File: src/rtl/hub75_scan_driver.sv
// rtl/hub75_scan_driver.sv - HUB75 row-pair scan driver fed from a synchronous-read frame buffer
module hub75_scan_driver #(
    parameter int COLS       = 32,
    parameter int SCAN_ROWS  = 16,
    parameter int ROW_BITS   = 4,
    parameter int ADDR_WIDTH = 9,
    parameter int ON_CYCLES  = 64
) (
    input  logic                  clk,
    input  logic                  rst_n,
    input  logic                  en,
    output logic                  r_en,
    output logic [ADDR_WIDTH-1:0] r_addr,
    input  logic [15:0]           r_data,
    output logic [5:0]            rgb,
    output logic [ROW_BITS-1:0]   row_addr,
    output logic                  hub_clk,
    output logic                  lat,
    output logic                  oe_n,
    output logic                  frame_done
);

    localparam int COL_W = (COLS > 1) ? $clog2(COLS) : 1;
    localparam int ON_W  = (ON_CYCLES > 1) ? $clog2(ON_CYCLES) : 1;

    localparam logic [COL_W-1:0]    COL_LAST = COL_W'(COLS - 1);
    localparam logic [ROW_BITS-1:0] ROW_LAST = ROW_BITS'(SCAN_ROWS - 1);
    localparam logic [ON_W-1:0]     ON_LAST  = ON_W'(ON_CYCLES - 1);

    typedef enum logic [2:0] {
        IDLE,
        FETCH,
        WAIT,
        SHIFT_LO,
        SHIFT_HI,
        BLANK,
        LATCH,
        DISPLAY
    } state_t;

    state_t state, state_nxt;

    logic [ROW_BITS-1:0]   row, row_nxt;
    logic [COL_W-1:0]      col, col_nxt;
    logic [ON_W-1:0]       on_cnt;
    logic                  row_end;

    logic                  r_en_d;
    logic [ADDR_WIDTH-1:0] r_addr_d;
    logic [5:0]            rgb_d;
    logic [ROW_BITS-1:0]   row_addr_d;
    logic                  hub_clk_d;
    logic                  lat_d;
    logic                  oe_n_d;
    logic                  frame_done_d;

    // Upper frame-buffer bits carry nothing for the panel.
    logic unused_data_bits;
    assign unused_data_bits = ^r_data[15:6];

    // State register plus scan position and on-time counter.
    always_ff @(posedge clk or negedge rst_n) begin
        if (!rst_n) begin
            state  <= IDLE;
            row    <= '0;
            col    <= '0;
            on_cnt <= '0;
        end else begin
            state  <= state_nxt;
            row    <= row_nxt;
            col    <= col_nxt;
            on_cnt <= (state == DISPLAY) ? on_cnt + 1'b1 : '0;
        end
    end

    // Next-state and next scan position; en is only looked at in IDLE and at the end of DISPLAY.
    always_comb begin
        state_nxt = state;
        row_nxt   = row;
        col_nxt   = col;
        row_end   = (state == DISPLAY) && (on_cnt == ON_LAST);
        case (state)
            IDLE: begin
                if (en) begin
                    state_nxt = FETCH;
                    col_nxt   = '0;
                end
            end
            FETCH:    state_nxt = WAIT;
            WAIT:     state_nxt = SHIFT_LO;
            SHIFT_LO: state_nxt = SHIFT_HI;
            SHIFT_HI: begin
                if (col == COL_LAST) begin
                    state_nxt = BLANK;
                end else begin
                    col_nxt   = col + 1'b1;
                    state_nxt = FETCH;
                end
            end
            BLANK:    state_nxt = LATCH;
            LATCH:    state_nxt = DISPLAY;
            DISPLAY: begin
                if (row_end) begin
                    col_nxt   = '0;
                    row_nxt   = (row == ROW_LAST) ? '0 : row + 1'b1;
                    state_nxt = en ? FETCH : IDLE;
                end
            end
            default:  state_nxt = IDLE;
        endcase
    end

    // Output values for the coming cycle, decoded from the next state so every pin comes from a flop.
    always_comb begin
        r_en_d       = (state_nxt == FETCH);
        r_addr_d     = r_addr;
        if (state_nxt == FETCH) begin
            r_addr_d = ADDR_WIDTH'(row_nxt) * ADDR_WIDTH'(COLS) + ADDR_WIDTH'(col_nxt);
        end
        rgb_d        = (state == WAIT) ? r_data[5:0] : rgb;
        row_addr_d   = (state_nxt == BLANK) ? row : row_addr;
        hub_clk_d    = (state_nxt == SHIFT_HI);
        lat_d        = (state_nxt == LATCH);
        oe_n_d       = (state_nxt != DISPLAY);
        frame_done_d = row_end && (row == ROW_LAST);
    end

    // Registered panel and memory outputs.
    always_ff @(posedge clk or negedge rst_n) begin
        if (!rst_n) begin
            r_en       <= 1'b0;
            r_addr     <= '0;
            rgb        <= '0;
            row_addr   <= '0;
            hub_clk    <= 1'b0;
            lat        <= 1'b0;
            oe_n       <= 1'b1;
            frame_done <= 1'b0;
        end else begin
            r_en       <= r_en_d;
            r_addr     <= r_addr_d;
            rgb        <= rgb_d;
            row_addr   <= row_addr_d;
            hub_clk    <= hub_clk_d;
            lat        <= lat_d;
            oe_n       <= oe_n_d;
            frame_done <= frame_done_d;
        end
    end

endmodule

File: config.mk
export PLATFORM = sky130hd
export DESIGN_NAME = hub75_scan_driver
export DESIGN_NICKNAME = d
export VERILOG_FILES = /design/src/rtl/hub75_scan_driver.sv
export SDC_FILE = /design/constraint.sdc
export NUM_CORES = 1
export LEC_CHECK = 0
export ABC_AREA = 1
export BUFFER_PORTS_ARGS = -buffer_cell sky130_fd_sc_hd__buf_2
export CAP_MARGIN = 0
export CORE_ASPECT_RATIO = 0.8
export CORE_MARGIN = 2
export CORE_UTILIZATION = 55
export CTS_CLUSTER_DIAMETER = 120
export DETAILED_ROUTE_END_ITERATION = 8
export MAX_ROUTING_LAYER = met4
export PLACE_DENSITY = 0.81
export SETUP_SLACK_MARGIN = 0.1
export SLEW_MARGIN = 5
export SYNTH_ARGS = -nofsm -noshare
export SYNTH_HDL_FRONTEND = slang
export SYNTH_SLANG_ARGS = --single-unit
export TNS_END_PERCENT = 1
File: constraint.sdc
create_clock -name clk -period 4 [get_ports clk]
set_clock_uncertainty 0.05 [all_clocks]
set_input_delay 0.4 -clock clk [delete_from_list [all_inputs] [get_ports clk]]
set_output_delay 0.4 -clock clk [all_outputs]
set_load 0.02 [all_outputs]
== After elaboration in Yosys (flattened, before gate mapping) ==
Cells that the tools add are included.
Word-level totals
  register bits: 42
  output and inout bits: 24
  logic and storage cells: 47
Operators by class
  add/sub/neg operators: 4
  equal/unequal tests: 15
  muxes and demuxes: 13
  reductions and logical operators: 3
Operators by type and width (count)
  3-bit one-hot mux with 8 select lines: 1
  3-bit equality test, second input constant: 7
  5-bit two-way mux: 3
  5-bit one-hot mux with 3 select lines: 1
  4-bit two-way mux: 3
  9-bit by 5-bit adder with 9-bit output: 1
  3-bit two-way mux: 3
  6-bit by 1-bit adder with 6-bit output, second input constant: 1
  3-bit by 1-bit equality test with 1-bit output, second input constant: 2
  3-bit by 2-bit equality test with 1-bit output, second input constant: 2
  6-bit equality test, second input constant: 1
  6-bit two-way mux: 1
  5-bit by 1-bit adder with 5-bit output, second input constant: 1
  5-bit equality test, second input constant: 1
  4-bit by 1-bit adder with 4-bit output, second input constant: 1
  4-bit equality test, second input constant: 1
  3-bit logical NOT: 1
  3-bit inequality test, second input constant: 1
  1-bit logical AND: 2
  1-bit two-way mux: 1

== Logic depth before layout (Yosys ltp) ==
  depth after elaboration: 5
  depth in mapped cells: 10

== Worst setup path before layout ==
OpenSTA, ideal clock, no wires.
  path type: register to register
  start: reg on_cnt[0]
  end: reg r_addr[0]
  arrival: 1426 ps
  path slack: 2407 ps
  cell stages (with the launch flop): 11
  buffers on the path: 0
  path through: dfrtp_1 > ha_1 > nand3_2 > nor2_2 > nand2_4 > nand2_1 > nand2_2 > nand2_4 > nand3_4 > nand2_1 > nand2_1
Between the ends
  cells in the longest elaborated chain, start to end: 5
  elaborated cells on any way between the ends: 8
  those cells by class: add/sub: 1; eq/ne: 2; mux: 4; reduce/logical: 1
Ends and longest elaborated chain
  start: declaration: RTL line 45  | logic [ON_W-1:0] on_cnt;
  start signal: assignment: RTL line 72  | on_cnt <= (state == DISPLAY) ? on_cnt + 1'b1 : '0;
  6-bit equality test: RTL line 81  | row_end = (state == DISPLAY) && (on_cnt == ON_LAST);
  1-bit logical AND: RTL line 81
  3-bit two-way mux: RTL line 103  | if (row_end) begin
  3-bit one-hot mux with 8 select lines: RTL line 82  | case (state)
  net state_nxt[0]: RTL line 41  | state_t state, state_nxt;
  3-bit by 1-bit equality test with 1-bit output: RTL line 117  | if (state_nxt == FETCH) begin
  end signal: assignment: RTL line 141  | r_addr <= r_addr_d;
  end: declaration: RTL line 13  | output logic [ADDR_WIDTH-1:0] r_addr,
The timed path passes the listed nets, and every way through them passes these cells.
A chain may end at the register's enable or synchronous reset.

== Final worst setup path ==
Ends and elaborated chain as after synthesis.

==> results.md <==
- Outcome: finished clean
- RSZ-0062 raised after global routing: false
- CP Launch Type: flop
- Starting Density: 56.30%
- Area after DPL: 0.002113 mm²
- CP arrival: 2.01 ns
- Max Cap Violations: 0
- H-tree depth: 2
- Slew @ Worst Pin: 0.8792 ns
- Reg2Reg Depth: 10
- Final setup fails: 0
- Hpwl dp: 2421 µm
- Yosys warns: 0
- Final period utilization: 46.84%
- # fillers: 299
- Initial drt markers: 40
- Post-synthesis sequential area ratio: 55.37%
- Pre-CTS setup slack: 2.163 ns
- Fin crit period: 1.874 ns
- Antenna cell count: 0
- Fin Setup TNS: 0 ns
- Commonest cells after routing, fill and taps aside: 46 x nand2_1, 41 x dfrtp_1, 32 x buf_2
- # Post-CTS Setup Buffers: 0
- IO buf count: 32
- RePlAce Congestion: 0.8437
- Critical path class: reg2reg
- Clk sinks: 42
- Final hold viol count: 0
- Post-cts sizing count: 0
- Reg clk slew, reported paths: 0.07 ns
- Unique cell type count in the Yosys netlist: 27
- Non-Filler Cell Area, Final: 0.002205 mm²
- Antenna Nets Post-Route: 0
- First-pass GRT wire length: 6189 µm
- Worst Setup End Kind: flop
- Vert. Die Dim: 56.58 µm
- Avg WL per Cell: 12.36 µm
- Deepest clock path buffer count: 2
- Power Dens Cells: 329.1 mW/mm²
- Flops & latches, synth: 42
- Crit-path max FO: 10
- Routed vias: 1,397
- Clock tree from TritonCTS: yes
- Die ar.: 0.003945 mm²
- Clk Latency, worst-skew pair: 0.30 ns
- Fmax: 0.5337 GHz
- Synth Area per Inst: 9.848 µm²
- Gr ovfl total: 0
- Final std cells w/o fill: 275
- Dpl cells: 267
- CP required: 4.14 ns
- Area Overhead vs Synth: 16.00%
- Leakage: 0.001167 µW
- Detailed Routing Iterations Pass 1: 4
- Nets: 254
- Initial antenna violation count: 0
- Ports: 43
- Vias in the first global route: 1,412
- Core area: 0.003376 mm²
- Vias per std cell: 5.080
- Worst hold path type: in2async
- Fin worst setup slack: 2.126 ns
- Die X: 69.72 µm
- Total CTS buffers: 5
- Overall global routing resource usage: 21.18%
- Residual DRC count: 0
- Slew Viols, Final: 0
- Root Buffer: clkbuf_8
- Routed wire length: 3399 µm
- FP Rows: 19
- Cell Area, Synth: 0.001901 mm²
- Final Util: 65.31%
- Largest net degree at the start of global routing: 43
- Worst relative slew slack: 41.39%
- # hold bufs at CTS: 0
- VDD IR-drop max: 244.3 µV
- Syn Inst Count: 193
- Commonest non-fill, non-tap cell in the layout: nand2_1
- Layout cells sized above 1: 29.18%
- Syn nets: 215
==> worst paths after layout <==
check	startpoint	end	slack, ns
max reg2reg	on_cnt[0]	r_addr[0]	2.13
min in group clk	r_data[5]	rgb[5]	0.28
min reg2reg	on_cnt[0]	on_cnt[0]	0.42
max	on_cnt[0]	r_addr[0]	2.13
min	rst_n	on_cnt[2]	0.17
max in group asynchronous	rst_n	col[2]	3.19
==> report_power, final <==
| part | switching [µW] | internal, µW |
|---|---|---|
| sequential | 1.32 | 428 |
| combinational | 14.4 | 7.05 |
| clock | 136 | 139 |
==> cells by family after synthesis <==
group	count (synthesis)	share of synthesized area (%)
xor+xnor	3	1.383
compound gates	21	7.110
fa+ha+maj	3	1.975
flops	42	55.37
mux	6	3.555
simple gates	96	26.00
buf+inv	22	4.609
==> sequential cells by signal, indices dropped and copies added, names as in the netlist <==
signal      flops
rgb             6
r_addr          9
row             4
hub_clk         1
oe_n            1
on_cnt          6
lat             1
col             5
row_addr        4
r_en            1
frame_done      1
state           3
==> per-layer routing <==
| metal | vias to the layer above | part of all wire [%] | track usage [%] |
|---|---|---|---|
| li1 | 718 | - | - |
| met2 | 32 | 45 | 33.38 |
| met5 | - | 0 | - |
| met1 | 639 | 48 | 25.90 |
| met4 | 0 | 2.4 | 10.71 |
| met3 | 8 | 4.9 | 5.027 |
==> stage by stage <==
stage / hold slack [ns] / total power [µW]
2_1_floorplan: 0.05441 / 444.1
3_3_place_gp: 0.4004 / 459.0
3_5_place_dp: 0.4018 / 459.9
4_1_cts: 0.1988 / 736.6
5_1_grt: 0.2435 / 758.9
6_report: 0.1657 / 725.6
==> critical path: stages, from the launching register on <==
cell,delay [ns]
dfrtp_1,0.38
ha_1,0.21
nand3_2,0.14
nor2_2,0.25
nand2_4,0.12
nand2_1,0.09
nand2_2,0.06
nand2_4,0.14
nand3_4,0.16
nand2_1,0.10
nand2_1,0.06
==> cell usage after synthesis <==
cell type   n  area [µm²]
nand2_1    46       172.7
dfrtp_1    41        1026
nand3_1    21       105.1
inv_1      14       52.55
o21ai_0    11       55.05
nor2_1     10       37.54
inv_2       7       26.28
mux2_2      6       67.56
a21oi_1     5       25.02
nand2_4     4       45.04
nand4_1     4       25.02
ha_1        3       37.54
nand3_4     3       52.55
xor2_1      3       26.28
nor2_2      2       12.51
nor3_1      2       10.01
a21oi_4     1       16.27
a31oi_1     1       6.260
a32oi_1     1       8.760
and3_1      1       6.260
clkinv_4    1       8.760
dfstp_2     1       26.28
nand2_2     1       6.260
nand3_2     1       10.01
nor2_4      1       11.26
o21ai_4     1       16.27
o21bai_1    1       7.510
==> layout make-up <==
cell class	count	area [µm²]	share of cell area [%]
Sequential cell	42	1052	47.73
Multi-Input combinational cell	129	760.7	34.51
Timing Repair Buffer	32	160.2	7.265
Inverter	22	87.58	3.973
Clock buffer	7	86.33	3.916
Tap cell	42	52.55	2.384
Clock inverter	1	5.005	0.2270
Note: power is estimated with default switching activity, not from simulation.
